[src/rtl/pipeline_hazard_ctrl_pkg.sv]
// Shared definitions for the pipeline hazard controller: sequencer states,
// forwarding-select codes, and the register-match helper used by stall and
// forwarding logic.
package pipe_ctrl_pkg;

    typedef enum logic [1:0] {
        ST_RUN   = 2'd0,
        ST_STALL = 2'd1,
        ST_MWAIT = 2'd2
    } state_e;

    localparam logic [1:0] FWD_REG   = 2'd0;
    localparam logic [1:0] FWD_EXMEM = 2'd1;
    localparam logic [1:0] FWD_MEMWB = 2'd2;

    localparam logic [4:0] REG_ZERO  = 5'd0;

    // A producing stage matches a consumer when it really writes a non-$0
    // register that the consumer reads (rt only counts when it is used).
    function automatic logic dst_hit(input logic [4:0] dst,
                                     input logic       wen,
                                     input logic [4:0] rs,
                                     input logic [4:0] rt,
                                     input logic       uses_rt);
        return wen && (dst != REG_ZERO) &&
               ((dst == rs) || (uses_rt && (dst == rt)));
    endfunction

endpackage

[src/rtl/pipeline_hazard_ctrl_if.sv]
// Hazard-controller bundle: pipeline status in, stage strobes / forwarding
// selects / perf counters out. The slave modport is the controller side.
interface pipeline_hazard_ctrl_if #(parameter int CNT_W = 32);

    logic [4:0]       id_rs;
    logic [4:0]       id_rt;
    logic             id_uses_rt;
    logic [4:0]       ex_dst;
    logic [4:0]       mem_dst;
    logic [4:0]       wb_dst;
    logic             ex_regwen;
    logic             mem_regwen;
    logic             wb_regwen;
    logic             ex_memread;
    logic [4:0]       ex_rs;
    logic [4:0]       ex_rt;
    logic             br_taken;
    logic             id_jump;
    logic             mem_busy;

    logic             pc_wen;
    logic             ifid_wen;
    logic             idex_wen;
    logic             exmem_wen;
    logic             memwb_wen;
    logic             ifid_flush;
    logic             idex_flush;
    logic [1:0]       fwd_a;
    logic [1:0]       fwd_b;
    logic [CNT_W-1:0] stall_cycles;
    logic [CNT_W-1:0] flush_events;
    logic             mem_timeout;

    modport master (
        output id_rs, id_rt, id_uses_rt, ex_dst, mem_dst, wb_dst,
               ex_regwen, mem_regwen, wb_regwen, ex_memread, ex_rs, ex_rt,
               br_taken, id_jump, mem_busy,
        input  pc_wen, ifid_wen, idex_wen, exmem_wen, memwb_wen,
               ifid_flush, idex_flush, fwd_a, fwd_b,
               stall_cycles, flush_events, mem_timeout
    );

    modport slave (
        input  id_rs, id_rt, id_uses_rt, ex_dst, mem_dst, wb_dst,
               ex_regwen, mem_regwen, wb_regwen, ex_memread, ex_rs, ex_rt,
               br_taken, id_jump, mem_busy,
        output pc_wen, ifid_wen, idex_wen, exmem_wen, memwb_wen,
               ifid_flush, idex_flush, fwd_a, fwd_b,
               stall_cycles, flush_events, mem_timeout
    );

endinterface

[src/rtl/pipeline_hazard_ctrl_sat_counter.sv]
// Saturating up-counter: sticks at all-ones instead of wrapping.
module sat_counter #(
    parameter int W = 32
) (
    input  logic         clk,
    input  logic         rst_n,
    input  logic         inc,
    input  logic         clear,
    output logic [W-1:0] count
);

    logic [W-1:0] count_q;
    logic [W-1:0] count_d;

    // Next count: clear wins, otherwise step unless already saturated.
    always_comb begin
        count_d = count_q;
        if (clear) begin
            count_d = '0;
        end else if (inc && (count_q != {W{1'b1}})) begin
            count_d = count_q + W'(1);
        end else begin
            count_d = count_q;
        end
    end

    // Count register.
    always_ff @(posedge clk or negedge rst_n) begin
        if (!rst_n) begin
            count_q <= '0;
        end else begin
            count_q <= count_d;
        end
    end

    assign count = count_q;

endmodule

[src/rtl/pipeline_hazard_ctrl.sv]
// Stall/flush sequencer for a 5-stage MIPS pipeline.
// Optional build macro: HAZARD_FWD_EN -- adds the forwarding unit so only
// load-use hazards stall; without it every RAW dependency stalls until the
// producer has left WB.
module pipeline_hazard_ctrl
    import pipe_ctrl_pkg::*;
#(
    parameter int MEM_TIMEOUT = 255,
    parameter int CNT_W       = 32
) (
    input  logic                 clk,
    input  logic                 rst_n,
    pipeline_hazard_ctrl_if.slave hz
);

    localparam int              TMR_W     = $clog2(MEM_TIMEOUT + 1);
    localparam logic [TMR_W-1:0] TMR_LIMIT = TMR_W'(MEM_TIMEOUT);

    state_e           state_q, state_d;
    state_e           ret_q, ret_d;
    state_e           eff_s;
    logic [1:0]       bubble_q, bubble_d;
    logic [TMR_W-1:0] timer_q, timer_d;
    logic             timeout_q, timeout_d;
    logic [1:0]       n_bubbles_s;
    logic             pc_wen_s, ifid_wen_s, idex_wen_s, exmem_wen_s, memwb_wen_s;
    logic             ifid_flush_s, idex_flush_s, flush_ev_s;
    logic [1:0]       fwd_a_s, fwd_b_s;

`ifdef HAZARD_FWD_EN
    // Only a load in EX feeding ID needs a bubble; everything else forwards.
    always_comb begin
        n_bubbles_s = 2'd0;
        if (hz.ex_memread &&
            dst_hit(hz.ex_dst, hz.ex_regwen, hz.id_rs, hz.id_rt, hz.id_uses_rt)) begin
            n_bubbles_s = 2'd1;
        end else begin
            n_bubbles_s = 2'd0;
        end
    end

    // Operand selects for the EX instruction; the younger MEM result beats WB.
    always_comb begin
        fwd_a_s = FWD_REG;
        fwd_b_s = FWD_REG;
        if (dst_hit(hz.mem_dst, hz.mem_regwen, hz.ex_rs, REG_ZERO, 1'b0)) begin
            fwd_a_s = FWD_EXMEM;
        end else if (dst_hit(hz.wb_dst, hz.wb_regwen, hz.ex_rs, REG_ZERO, 1'b0)) begin
            fwd_a_s = FWD_MEMWB;
        end else begin
            fwd_a_s = FWD_REG;
        end
        if (dst_hit(hz.mem_dst, hz.mem_regwen, hz.ex_rt, REG_ZERO, 1'b0)) begin
            fwd_b_s = FWD_EXMEM;
        end else if (dst_hit(hz.wb_dst, hz.wb_regwen, hz.ex_rt, REG_ZERO, 1'b0)) begin
            fwd_b_s = FWD_MEMWB;
        end else begin
            fwd_b_s = FWD_REG;
        end
        if (!rst_n) begin
            fwd_a_s = FWD_REG;
            fwd_b_s = FWD_REG;
        end else begin
            fwd_a_s = fwd_a_s;
            fwd_b_s = fwd_b_s;
        end
    end
`else
    // Without forwarding the ID read must wait until the producer retires;
    // the nearest producer needs the most bubbles and therefore wins.
    always_comb begin
        n_bubbles_s = 2'd0;
        if (dst_hit(hz.ex_dst, hz.ex_regwen, hz.id_rs, hz.id_rt, hz.id_uses_rt)) begin
            n_bubbles_s = 2'd3;
        end else if (dst_hit(hz.mem_dst, hz.mem_regwen, hz.id_rs, hz.id_rt, hz.id_uses_rt)) begin
            n_bubbles_s = 2'd2;
        end else if (dst_hit(hz.wb_dst, hz.wb_regwen, hz.id_rs, hz.id_rt, hz.id_uses_rt)) begin
            n_bubbles_s = 2'd1;
        end else begin
            n_bubbles_s = 2'd0;
        end
    end

    assign fwd_a_s = FWD_REG;
    assign fwd_b_s = FWD_REG;
`endif

    // Sequencer: next state, bubble/timer bookkeeping and stage strobes.
    always_comb begin
        state_d      = state_q;
        ret_d        = ret_q;
        bubble_d     = bubble_q;
        timer_d      = timer_q;
        timeout_d    = timeout_q;
        pc_wen_s     = 1'b1;
        ifid_wen_s   = 1'b1;
        idex_wen_s   = 1'b1;
        exmem_wen_s  = 1'b1;
        memwb_wen_s  = 1'b1;
        ifid_flush_s = 1'b0;
        idex_flush_s = 1'b0;
        flush_ev_s   = 1'b0;
        // While waiting on memory we behave as the state we were frozen in.
        eff_s        = (state_q == ST_MWAIT) ? ret_q : state_q;

        if (!rst_n) begin
            pc_wen_s    = 1'b0;
            ifid_wen_s  = 1'b0;
            idex_wen_s  = 1'b0;
            exmem_wen_s = 1'b0;
            memwb_wen_s = 1'b0;
        end else if (hz.mem_busy) begin
            pc_wen_s    = 1'b0;
            ifid_wen_s  = 1'b0;
            idex_wen_s  = 1'b0;
            exmem_wen_s = 1'b0;
            memwb_wen_s = 1'b0;
            state_d     = ST_MWAIT;
            ret_d       = eff_s;
            if (timer_q != TMR_LIMIT) begin
                timer_d = timer_q + TMR_W'(1);
            end else begin
                timer_d = timer_q;
            end
            if (timer_d == TMR_LIMIT) begin
                timeout_d = 1'b1;
            end else begin
                timeout_d = timeout_q;
            end
        end else begin
            timer_d = '0;
            state_d = eff_s;
            if (hz.br_taken) begin
                // Branch is the oldest event: squash ID and EX, drop any stall.
                ifid_flush_s = 1'b1;
                idex_flush_s = 1'b1;
                bubble_d     = 2'd0;
                state_d      = ST_RUN;
                flush_ev_s   = 1'b1;
            end else if (eff_s == ST_STALL) begin
                pc_wen_s     = 1'b0;
                ifid_wen_s   = 1'b0;
                idex_flush_s = 1'b1;
                bubble_d     = bubble_q - 2'd1;
                state_d      = (bubble_d == 2'd0) ? ST_RUN : ST_STALL;
            end else if (hz.id_jump) begin
                ifid_flush_s = 1'b1;
                flush_ev_s   = 1'b1;
            end else if (n_bubbles_s != 2'd0) begin
                pc_wen_s     = 1'b0;
                ifid_wen_s   = 1'b0;
                idex_flush_s = 1'b1;
                bubble_d     = n_bubbles_s - 2'd1;
                state_d      = (n_bubbles_s > 2'd1) ? ST_STALL : ST_RUN;
            end else begin
                state_d = ST_RUN;
            end
        end
    end

    // Sequencer state registers.
    always_ff @(posedge clk or negedge rst_n) begin
        if (!rst_n) begin
            state_q   <= ST_RUN;
            ret_q     <= ST_RUN;
            bubble_q  <= 2'd0;
            timer_q   <= '0;
            timeout_q <= 1'b0;
        end else begin
            state_q   <= state_d;
            ret_q     <= ret_d;
            bubble_q  <= bubble_d;
            timer_q   <= timer_d;
            timeout_q <= timeout_d;
        end
    end

    sat_counter #(.W(CNT_W)) u_stall_cnt (
        .clk   (clk),
        .rst_n (rst_n),
        .inc   (~pc_wen_s),
        .clear (1'b0),
        .count (hz.stall_cycles)
    );

    sat_counter #(.W(CNT_W)) u_flush_cnt (
        .clk   (clk),
        .rst_n (rst_n),
        .inc   (flush_ev_s),
        .clear (1'b0),
        .count (hz.flush_events)
    );

    assign hz.pc_wen      = pc_wen_s;
    assign hz.ifid_wen    = ifid_wen_s;
    assign hz.idex_wen    = idex_wen_s;
    assign hz.exmem_wen   = exmem_wen_s;
    assign hz.memwb_wen   = memwb_wen_s;
    assign hz.ifid_flush  = ifid_flush_s;
    assign hz.idex_flush  = idex_flush_s;
    assign hz.fwd_a       = fwd_a_s;
    assign hz.fwd_b       = fwd_b_s;
    assign hz.mem_timeout = timeout_q;

endmodule

[src/flat_wrapper.sv]
// flat-port wrapper written by rule: the top's interface ports become plain ports
module pipeline_hazard_ctrl_flat import pipe_ctrl_pkg::*;
#(
    parameter int MEM_TIMEOUT = 255,
    parameter int CNT_W       = 32
)
  (clk, rst_n, hz_id_rs, hz_id_rt, hz_id_uses_rt, hz_ex_dst, hz_mem_dst, hz_wb_dst, hz_ex_regwen, hz_mem_regwen, hz_wb_regwen, hz_ex_memread, hz_ex_rs, hz_ex_rt, hz_br_taken, hz_id_jump, hz_mem_busy, hz_pc_wen, hz_ifid_wen, hz_idex_wen, hz_exmem_wen, hz_memwb_wen, hz_ifid_flush, hz_idex_flush, hz_fwd_a, hz_fwd_b, hz_stall_cycles, hz_flush_events, hz_mem_timeout);
  pipeline_hazard_ctrl_if #(.CNT_W(CNT_W)) hz_i ();
  input  logic clk;
  input  logic rst_n;
  input wire logic [$bits(hz_i.id_rs)-1:0] hz_id_rs;
  input wire logic [$bits(hz_i.id_rt)-1:0] hz_id_rt;
  input wire logic [$bits(hz_i.id_uses_rt)-1:0] hz_id_uses_rt;
  input wire logic [$bits(hz_i.ex_dst)-1:0] hz_ex_dst;
  input wire logic [$bits(hz_i.mem_dst)-1:0] hz_mem_dst;
  input wire logic [$bits(hz_i.wb_dst)-1:0] hz_wb_dst;
  input wire logic [$bits(hz_i.ex_regwen)-1:0] hz_ex_regwen;
  input wire logic [$bits(hz_i.mem_regwen)-1:0] hz_mem_regwen;
  input wire logic [$bits(hz_i.wb_regwen)-1:0] hz_wb_regwen;
  input wire logic [$bits(hz_i.ex_memread)-1:0] hz_ex_memread;
  input wire logic [$bits(hz_i.ex_rs)-1:0] hz_ex_rs;
  input wire logic [$bits(hz_i.ex_rt)-1:0] hz_ex_rt;
  input wire logic [$bits(hz_i.br_taken)-1:0] hz_br_taken;
  input wire logic [$bits(hz_i.id_jump)-1:0] hz_id_jump;
  input wire logic [$bits(hz_i.mem_busy)-1:0] hz_mem_busy;
  output wire logic [$bits(hz_i.pc_wen)-1:0] hz_pc_wen;
  output wire logic [$bits(hz_i.ifid_wen)-1:0] hz_ifid_wen;
  output wire logic [$bits(hz_i.idex_wen)-1:0] hz_idex_wen;
  output wire logic [$bits(hz_i.exmem_wen)-1:0] hz_exmem_wen;
  output wire logic [$bits(hz_i.memwb_wen)-1:0] hz_memwb_wen;
  output wire logic [$bits(hz_i.ifid_flush)-1:0] hz_ifid_flush;
  output wire logic [$bits(hz_i.idex_flush)-1:0] hz_idex_flush;
  output wire logic [$bits(hz_i.fwd_a)-1:0] hz_fwd_a;
  output wire logic [$bits(hz_i.fwd_b)-1:0] hz_fwd_b;
  output wire logic [$bits(hz_i.stall_cycles)-1:0] hz_stall_cycles;
  output wire logic [$bits(hz_i.flush_events)-1:0] hz_flush_events;
  output wire logic [$bits(hz_i.mem_timeout)-1:0] hz_mem_timeout;
  assign hz_i.id_rs = hz_id_rs;
  assign hz_i.id_rt = hz_id_rt;
  assign hz_i.id_uses_rt = hz_id_uses_rt;
  assign hz_i.ex_dst = hz_ex_dst;
  assign hz_i.mem_dst = hz_mem_dst;
  assign hz_i.wb_dst = hz_wb_dst;
  assign hz_i.ex_regwen = hz_ex_regwen;
  assign hz_i.mem_regwen = hz_mem_regwen;
  assign hz_i.wb_regwen = hz_wb_regwen;
  assign hz_i.ex_memread = hz_ex_memread;
  assign hz_i.ex_rs = hz_ex_rs;
  assign hz_i.ex_rt = hz_ex_rt;
  assign hz_i.br_taken = hz_br_taken;
  assign hz_i.id_jump = hz_id_jump;
  assign hz_i.mem_busy = hz_mem_busy;
  assign hz_pc_wen = hz_i.pc_wen;
  assign hz_ifid_wen = hz_i.ifid_wen;
  assign hz_idex_wen = hz_i.idex_wen;
  assign hz_exmem_wen = hz_i.exmem_wen;
  assign hz_memwb_wen = hz_i.memwb_wen;
  assign hz_ifid_flush = hz_i.ifid_flush;
  assign hz_idex_flush = hz_i.idex_flush;
  assign hz_fwd_a = hz_i.fwd_a;
  assign hz_fwd_b = hz_i.fwd_b;
  assign hz_stall_cycles = hz_i.stall_cycles;
  assign hz_flush_events = hz_i.flush_events;
  assign hz_mem_timeout = hz_i.mem_timeout;
  pipeline_hazard_ctrl #(.MEM_TIMEOUT(MEM_TIMEOUT), .CNT_W(CNT_W)) u_core (.clk(clk), .rst_n(rst_n), .hz(hz_i));
endmodule
[config.mk]
export PLATFORM = sky130hd
export DESIGN_NAME = pipeline_hazard_ctrl_flat
export DESIGN_NICKNAME = d
export VERILOG_FILES = /design/src/rtl/pipeline_hazard_ctrl_pkg.sv /design/src/rtl/pipeline_hazard_ctrl_if.sv /design/src/rtl/pipeline_hazard_ctrl_sat_counter.sv /design/src/rtl/pipeline_hazard_ctrl.sv /design/src/flat_wrapper.sv
export SDC_FILE = /design/constraint.sdc
export NUM_CORES = 1
export LEC_CHECK = 0
export CAP_MARGIN = 20
export CORE_MARGIN = 2
export CORE_UTILIZATION = 50
export DETAILED_ROUTE_END_ITERATION = 10
export PLACE_DENSITY = 0.9
export SETUP_SLACK_MARGIN = 0.2
export SLEW_MARGIN = 5
export SYNTH_ARGS = -nofsm -noshare
export SYNTH_HDL_FRONTEND = slang
export SYNTH_SLANG_ARGS = --single-unit
export TNS_END_PERCENT = 10
[constraint.sdc]
create_clock -name clk -period 9.3 [get_ports clk]
set_input_delay 2.79 -clock clk [delete_from_list [all_inputs] [get_ports clk]]
set_output_delay 2.79 -clock clk [all_outputs]
set_load 0.02 [all_outputs]
# Yosys cells after proc, flatten, opt, wreduce, memory -nomap -nowiden
# Index checks and enable logic that the tools add are counted.
[op_classes]
add_sub_neg = 5
n_lt_le_gt_ge = 1
n_eq_ne = 13
n_mux = 38
bitwise_logic = 2
n_reduce_logical = 23
[op_table]
columns = ["operator", "count"]
rows = [
  ["32-bit by 1-bit adder with 32-bit output, second input constant", 2],
  ["32-bit != test, second input constant", 2],
  ["8-bit 2-to-1 mux", 4],
  ["5-bit equality test", 6],
  ["2-bit 2-to-1 mux", 12],
  ["1-bit 2-to-1 mux", 22],
  ["5-bit nonzero test", 3],
  ["1-bit logical AND", 11],
  ["8-bit by 1-bit adder with 8-bit output, second input constant", 1],
  ["8-bit equality test, second input constant", 1],
  ["8-bit != test, second input constant", 1],
  ["4-bit AND reduction", 1],
  ["2-bit by 1-bit subtractor with 2-bit output, second input constant", 2],
  ["1-bit logical OR", 3],
  ["3-bit by 2-bit != test with 1-bit output, second input constant", 1],
  ["3-bit AND reduction", 1],
  ["3-bit nonzero test", 1],
  ["2-bit by 1-bit equality test with 1-bit output, second input constant", 1],
  ["2-bit equality test, second input constant", 1],
  ["2-bit by 1-bit > comparator with 1-bit output, second input constant", 1],
  ["2-bit logical NOT", 1],
  ["1-bit inverter", 2],
  ["2-bit AND reduction", 1],
  ["2-bit nonzero test", 1],
]
[totals]
register_bits = 79
input_bits = 45
output_inout_bits = 76
word_cells = 89

# Logic depth before layout (Yosys ltp)
# Gate-level depths: netlist of the first run.
[depth]
word_depth = 16
ltp_mapped = 13
ltp_nobuf = 13

# By module
# From an unflattened synthesis of the first run, not the netlist that was laid out.
[unflattened]
cells_unflattened = 571
hier_area_um2 = 5146.2
[modules_own_cells]
columns = ["mod", "instances", "cells_each", "area_per_inst_um2"]
rows = [
  ["sat_counter (u_core.u_stall_cnt)", 1, 198, 1866.8],
  ["sat_counter (u_core.u_flush_cnt)", 1, 198, 1854.3],
  ["pipeline_hazard_ctrl", 1, 175, 1425.1],
]

# Worst setup path before layout of the first run
# No wires, ideal clock.
[synth_path]
kind = "input-to-output"
from = "input port hz_ex_dst[0]"
to = "output port hz_pc_wen"
arrival_time_ns = 4.944
required_time_ns = 6.510
setup_slack_ns = 1.566
cell_stages = 10
path_buffers = 1
cell_sequence = "or4_1 > o21a_1 > and2_1 > a41oi_1 > ha_1 > nor2_1 > nor3_1 > o21ai_1 > inv_1 > buf_4"
[synth_between]
elab_chain_cells = 12
[synth_rtl]
columns = ["item", "line_no", "source"]
rows = [
  ["start, declared", "flat_wrapper.sv:14", "input wire logic [$bits(hz_i.ex_dst)-1:0] hz_ex_dst;"],
  ["5-bit equality test", "pipeline_hazard_ctrl_pkg.sv:26", "((dst == rs) || (uses_rt && (dst == rt)));"],
  ["1-bit logical AND", "pipeline_hazard_ctrl_pkg.sv:26", ""],
  ["1-bit logical OR", "pipeline_hazard_ctrl_pkg.sv:26", ""],
  ["1-bit logical AND *", "pipeline_hazard_ctrl_pkg.sv:25", "return wen && (dst != REG_ZERO) &&"],
  ["2-bit 2-to-1 mux *", "pipeline_hazard_ctrl.sv:73", "if (dst_hit(hz.ex_dst, hz.ex_regwen, hz.id_rs, hz.id_rt, hz.id_uses_rt)) begin"],
  ["2-bit nonzero test *", "pipeline_hazard_ctrl.sv:149", "end else if (n_bubbles_s != 2'd0) begin"],
  ["1-bit 2-to-1 mux * (6 in series)", "n/a", ""],
  ["end, declared", "flat_wrapper.sv:26", "output wire logic [$bits(hz_i.pc_wen)-1:0] hz_pc_wen;"],
]
# Mark *: on every way between the ends. The rest lies on a longest branch, timed or not.

# Worst setup path in the final report of the first run
[layout_path]
from = "input port hz_ex_dst[0]"
to = "output port hz_pc_wen"
[layout_between]
elab_chain_cells = 12
[layout_rtl]
columns = ["item", "line_no", "source"]
rows = [
  ["5-bit equality test", "pipeline_hazard_ctrl_pkg.sv:26", ""],
  ["1-bit logical AND", "pipeline_hazard_ctrl_pkg.sv:26", ""],
  ["1-bit logical OR", "pipeline_hazard_ctrl_pkg.sv:26", ""],
  ["1-bit logical AND *", "pipeline_hazard_ctrl_pkg.sv:25", ""],
  ["2-bit 2-to-1 mux *", "pipeline_hazard_ctrl.sv:73", ""],
  ["2-bit nonzero test *", "pipeline_hazard_ctrl.sv:149", ""],
  ["1-bit 2-to-1 mux *", "pipeline_hazard_ctrl.sv:149", ""],
  ["1-bit 2-to-1 mux *", "pipeline_hazard_ctrl.sv:146", "end else if (hz.id_jump) begin"],
  ["1-bit 2-to-1 mux *", "pipeline_hazard_ctrl.sv:140", "end else if (eff_s == ST_STALL) begin"],
  ["1-bit 2-to-1 mux *", "pipeline_hazard_ctrl.sv:133", "if (hz.br_taken) begin"],
  ["1-bit 2-to-1 mux *", "pipeline_hazard_ctrl.sv:112", "end else if (hz.mem_busy) begin"],
  ["1-bit 2-to-1 mux *", "pipeline_hazard_ctrl.sv:106", "if (!rst_n) begin"],
]
# Marked as above.

==> out/summary.log, run 1 <==
qor: timing.totalNegativeSetupSlack 0 ps
qor: synth.synth-async-reset-ratio 100%
qor: layout.insertedDiodeCount 0
qor: critical_path.worstPathCellList clkdlybuf4s50_1, or4_1, o21a_1, and2_1, a41oi_1, ha_1, nor2_1, nor3_2, o21ai_1, inv_1, clkdlybuf4s50_1
qor: route.route.final.wire_length 10.6 mm
qor: synth.synthesis.instances 442
qor: critical_path.cp.arrival 5980 ps
qor: synth.syn_area_cell 9.79 um2
qor: route.drt-wirelength-per-cell 16.1 um
qor: synth.postSynth.topFlopCell sky130_fd_sc_hd__dfrtp_1
qor: synth.yosys_register_bits 79
qor: layout.layout.cells.non_filler 660
qor: critical_path.crit-reg2reg-launch u_core.state_q[1]
qor: synth.ys.warnings.count 0
qor: clocking.tritoncts built
qor: critical_path.critical_path.endpoint_type primary output
qor: floorplan.die-height 97.0 um
qor: critical_path.cp-startpoint hz_ex_dst[0]
qor: route.detail_route.vias_per_cell 5.62
qor: floorplan.start_util 52.1%
qor: critical_path.path_common_cell sky130_fd_sc_hd__clkdlybuf4s50_1
qor: critical_path.critical-path-top-delay-family buffers and inverters
qor: grt.vias_in_the_first_global_route 3768
qor: timing.setup_repair_after_global_routing_missed_its_margin no
qor: flow_run.max-cap-violations 0
qor: layout.nets_finish 600
qor: min_path.holdCritPathClass flip-flop to flip-flop
qor: timing.layout_setup_ws 528 ps
qor: clocking.htreeDepth 3
qor: grt.antenna_violations_before_repair 0
qor: route.final_antenna_net_count 0
qor: timing.final.period_utilization 94.3%
qor: timing.finalClockSkew 17.0 ps
qor: clocking.worst_skew_pair.late_latency 340 ps
qor: clocking.cts.sinks 79
qor: critical_path.critPathBufInv 3
qor: grt.grt_util_all_layers 22.8%
qor: critical_path.crit_fanout 6
qor: power_and_ir_drop.power.leakage 2.28 nW
qor: synth.syn-cell-area 0.00433 mm2
qor: clocking.tritoncts.num_buffers 9
qor: timing.timing.max_slew.rel_slack 35.6%
qor: power_and_ir_drop.power.density 163 mW/mm2
qor: layout.fin_area 0.00566 mm2
qor: layout.layout_common_cells sky130_fd_sc_hd__clkdlybuf4s50_1, sky130_fd_sc_hd__dfrtp_1, sky130_fd_sc_hd__xnor2_1, sky130_fd_sc_hd__nand2_1, sky130_fd_sc_hd__nor2_1
qor: status.run_status finished clean
qor: placed_design.gp_routability_congestion 0.863
qor: placed_design.post-place-ws 358 ps
qor: floorplan.fp.dieArea 0.00941 mm2
qor: floorplan.core-area 0.00830 mm2
qor: placed_design.io_buffer_count 105
qor: floorplan.placement_rows 33
qor: route.detailedRoute.firstPassIterationCount 4
qor: clocking.cts.hold.buffers_added 0
qor: timing.setup_violations 0
qor: route.first_iter_violations 214
qor: route.routed-via-count 3707
qor: timing.fin_crit 8770 ps
qor: critical_path.critical-path-max-stage-delay 640 ps
qor: layout.final_common_cell sky130_fd_sc_hd__clkdlybuf4s50_1
qor: placed_design.detailed_place_hpwl 7.95 mm
qor: critical_path.critPathKind primary input to primary output
qor: critical_path.critical-path-slowest-cell sky130_fd_sc_hd__clkdlybuf4s50_1
qor: floorplan.boundaryPins 121
qor: placed_design.placement.cell_area 0.00545 mm2
qor: grt.grt_pass1_wl 17.9 mm
qor: critical_path.start_kind primary input
qor: grt.grt_start_max_net_pins 61
qor: synth.synth_cell_types 54
qor: timing.total_count_of_max_transition_violations_in_the_final_report 0
qor: timing.fin_worst_hold_slack 475 ps
qor: layout.flow.area_growth_from_synthesis 30.8%
qor: timing.worst_pin_slew 958 ps
qor: clocking.cts_root_buffer sky130_fd_sc_hd__clkbuf_8
qor: timing.maxClockFrequency 114 MHz
qor: synth.synth_edf_count 0
qor: min_path.timing.hold.worst.start u_core.hz.mem_timeout
qor: layout.layout-drive-gt1-share 5.77%
qor: power_and_ir_drop.ir_drop 0.173 mV
qor: timing.total_count_of_hold_check_failures_in_the_final_report 0
qor: grt.globalRoute.totalOverflow 0
qor: clocking.clock_transition_at_the_register_clock_pins_on_the_worst_setup_and_hold_paths_after_cts 90 ps
qor: floorplan.floorplan.die.width 97.0 um
qor: placed_design.place.detailed.instances 644
qor: critical_path.cp.required 6510 ps
qor: route.drc 0
qor: synth.sequential_cell_area_fraction_in_the_yosys_report 45.7%
qor: clocking.clock_tree.buffer_depth 2
-- metal layers --
metal / vias up / GRT usage [%] / wire length, um
li1: 1763 / - / -
met1: 1820 / 29.3 / 4630
met2: 113 / 38.9 / 5300
met3: 11 / 5.42 / 571
met4: 0 / 6.07 / 104
met5: - / 0 / 0
-- layout make-up --
| class | instances | area (um2) |
|---|---|---|
| fill | 647 | 2640 |
| multi-input combinational | 338 | 2230 |
| sequential | 79 | 1980 |
| timing repair buffer | 106 | 1060 |
| tap | 105 | 131 |
| clock buffer | 9 | 124 |
| clock inverter | 7 | 77.6 |
| inverter | 16 | 60.1 |
-- power breakdown --
part           total, mW  leakage [nW]  internal [mW]  switching, mW
Sequential         0.429          1.03          0.378         0.0513
Clock              0.263         0.106          0.128          0.135
Combinational      0.229          1.14          0.114          0.115
Total              0.921          2.28          0.620          0.301
-- Yosys cell counts, types with 3 or more instances --
cell type                  instances  share of area (%)
sky130_fd_sc_hd__dfrtp_1          79                 46
sky130_fd_sc_hd__xnor2_1          66                 13
sky130_fd_sc_hd__nand2_1          46                4.0
sky130_fd_sc_hd__nor2_1           30                2.6
sky130_fd_sc_hd__xor2_1           27                5.5
sky130_fd_sc_hd__nand3_1          26                3.0
sky130_fd_sc_hd__nand4_1          25                3.6
sky130_fd_sc_hd__nor3_1           18                2.1
sky130_fd_sc_hd__inv_1            16                1.4
sky130_fd_sc_hd__and3_1            8                1.2
sky130_fd_sc_hd__a21oi_1           7               0.81
sky130_fd_sc_hd__buf_4             7                1.2
sky130_fd_sc_hd__o21ai_0           7               0.81
sky130_fd_sc_hd__and4_1            6                1.2
sky130_fd_sc_hd__a31oi_1           5               0.72
sky130_fd_sc_hd__and2_1            5               0.72
sky130_fd_sc_hd__ha_1              5                1.4
sky130_fd_sc_hd__clkbuf_1          4               0.35
sky130_fd_sc_hd__nor4_1            4               0.58
sky130_fd_sc_hd__o22ai_1           4               0.58
sky130_fd_sc_hd__o31ai_1           4               0.69
sky130_fd_sc_hd__o31a_1            3               0.61
-- timing repair --
item / in CTS / in global routing
endpoints found under the setup margin: 0 / 2
resized for setup: 0 / 1
buffers inserted: 0 / 0
-- metrics by stage --
stage                     power [mW]  util, %
final                          0.921     68.2
after global routing           0.965     68.2
after CTS                      0.927     68.1
after detailed placement       0.664     65.7
after global placement         0.654     65.7
after floorplan                0.547        -
-- final timing paths --
path / endpoint / slack (ps) / depth (start not counted)
max in group asynchronous: u_core.u_flush_cnt.count[1] / 5840 / 2
min reg2reg: u_core.hz.mem_timeout / 470 / 1
min in group asynchronous: u_core.u_stall_cnt.count[10] / 2380 / 1
max reg2reg: u_core.u_flush_cnt.count[31] / 6690 / 6
min: u_core.hz.mem_timeout / 470 / 1
max: hz_pc_wen / 530 / 11
-- sequential cells by signal, indices dropped and copies added, names as in the netlist --
register,count
u_core.bubble_q,2
u_core.hz.mem_timeout,1
u_core.ret_q,2
u_core.state_q,2
u_core.timer_q,8
u_core.u_flush_cnt.count,32
u_core.u_stall_cnt.count,32
-- cell families after synthesis --
group	synth area share [%]
other	0.0867
buffers and inverters	3.07
adder cells (fa/ha/maj)	1.45
flip-flops	45.7
AO/OA/AOI/OAI	8.21
XOR/XNOR	18.8
AND/OR/NAND/NOR	22.4
multiplexers	0.260
-- worst register-to-register path: stages (launching register included) --
cell                       delay, ps
sky130_fd_sc_hd__dfrtp_1         440
sky130_fd_sc_hd__and4bb_2        290
sky130_fd_sc_hd__o31a_1          230
sky130_fd_sc_hd__nand2b_1        240
sky130_fd_sc_hd__nor4_2          880
sky130_fd_sc_hd__nand3b_1        230
sky130_fd_sc_hd__xnor2_1         190
No activity file was read; power rests on OpenSTA's default activity.
==> inputs of run 2 (changes only) <==
- CAP_MARGIN: 20 -> not set
==> results of run 2 <==
Same layout as run 1: the final DEF is identical, and so are final timing and power.
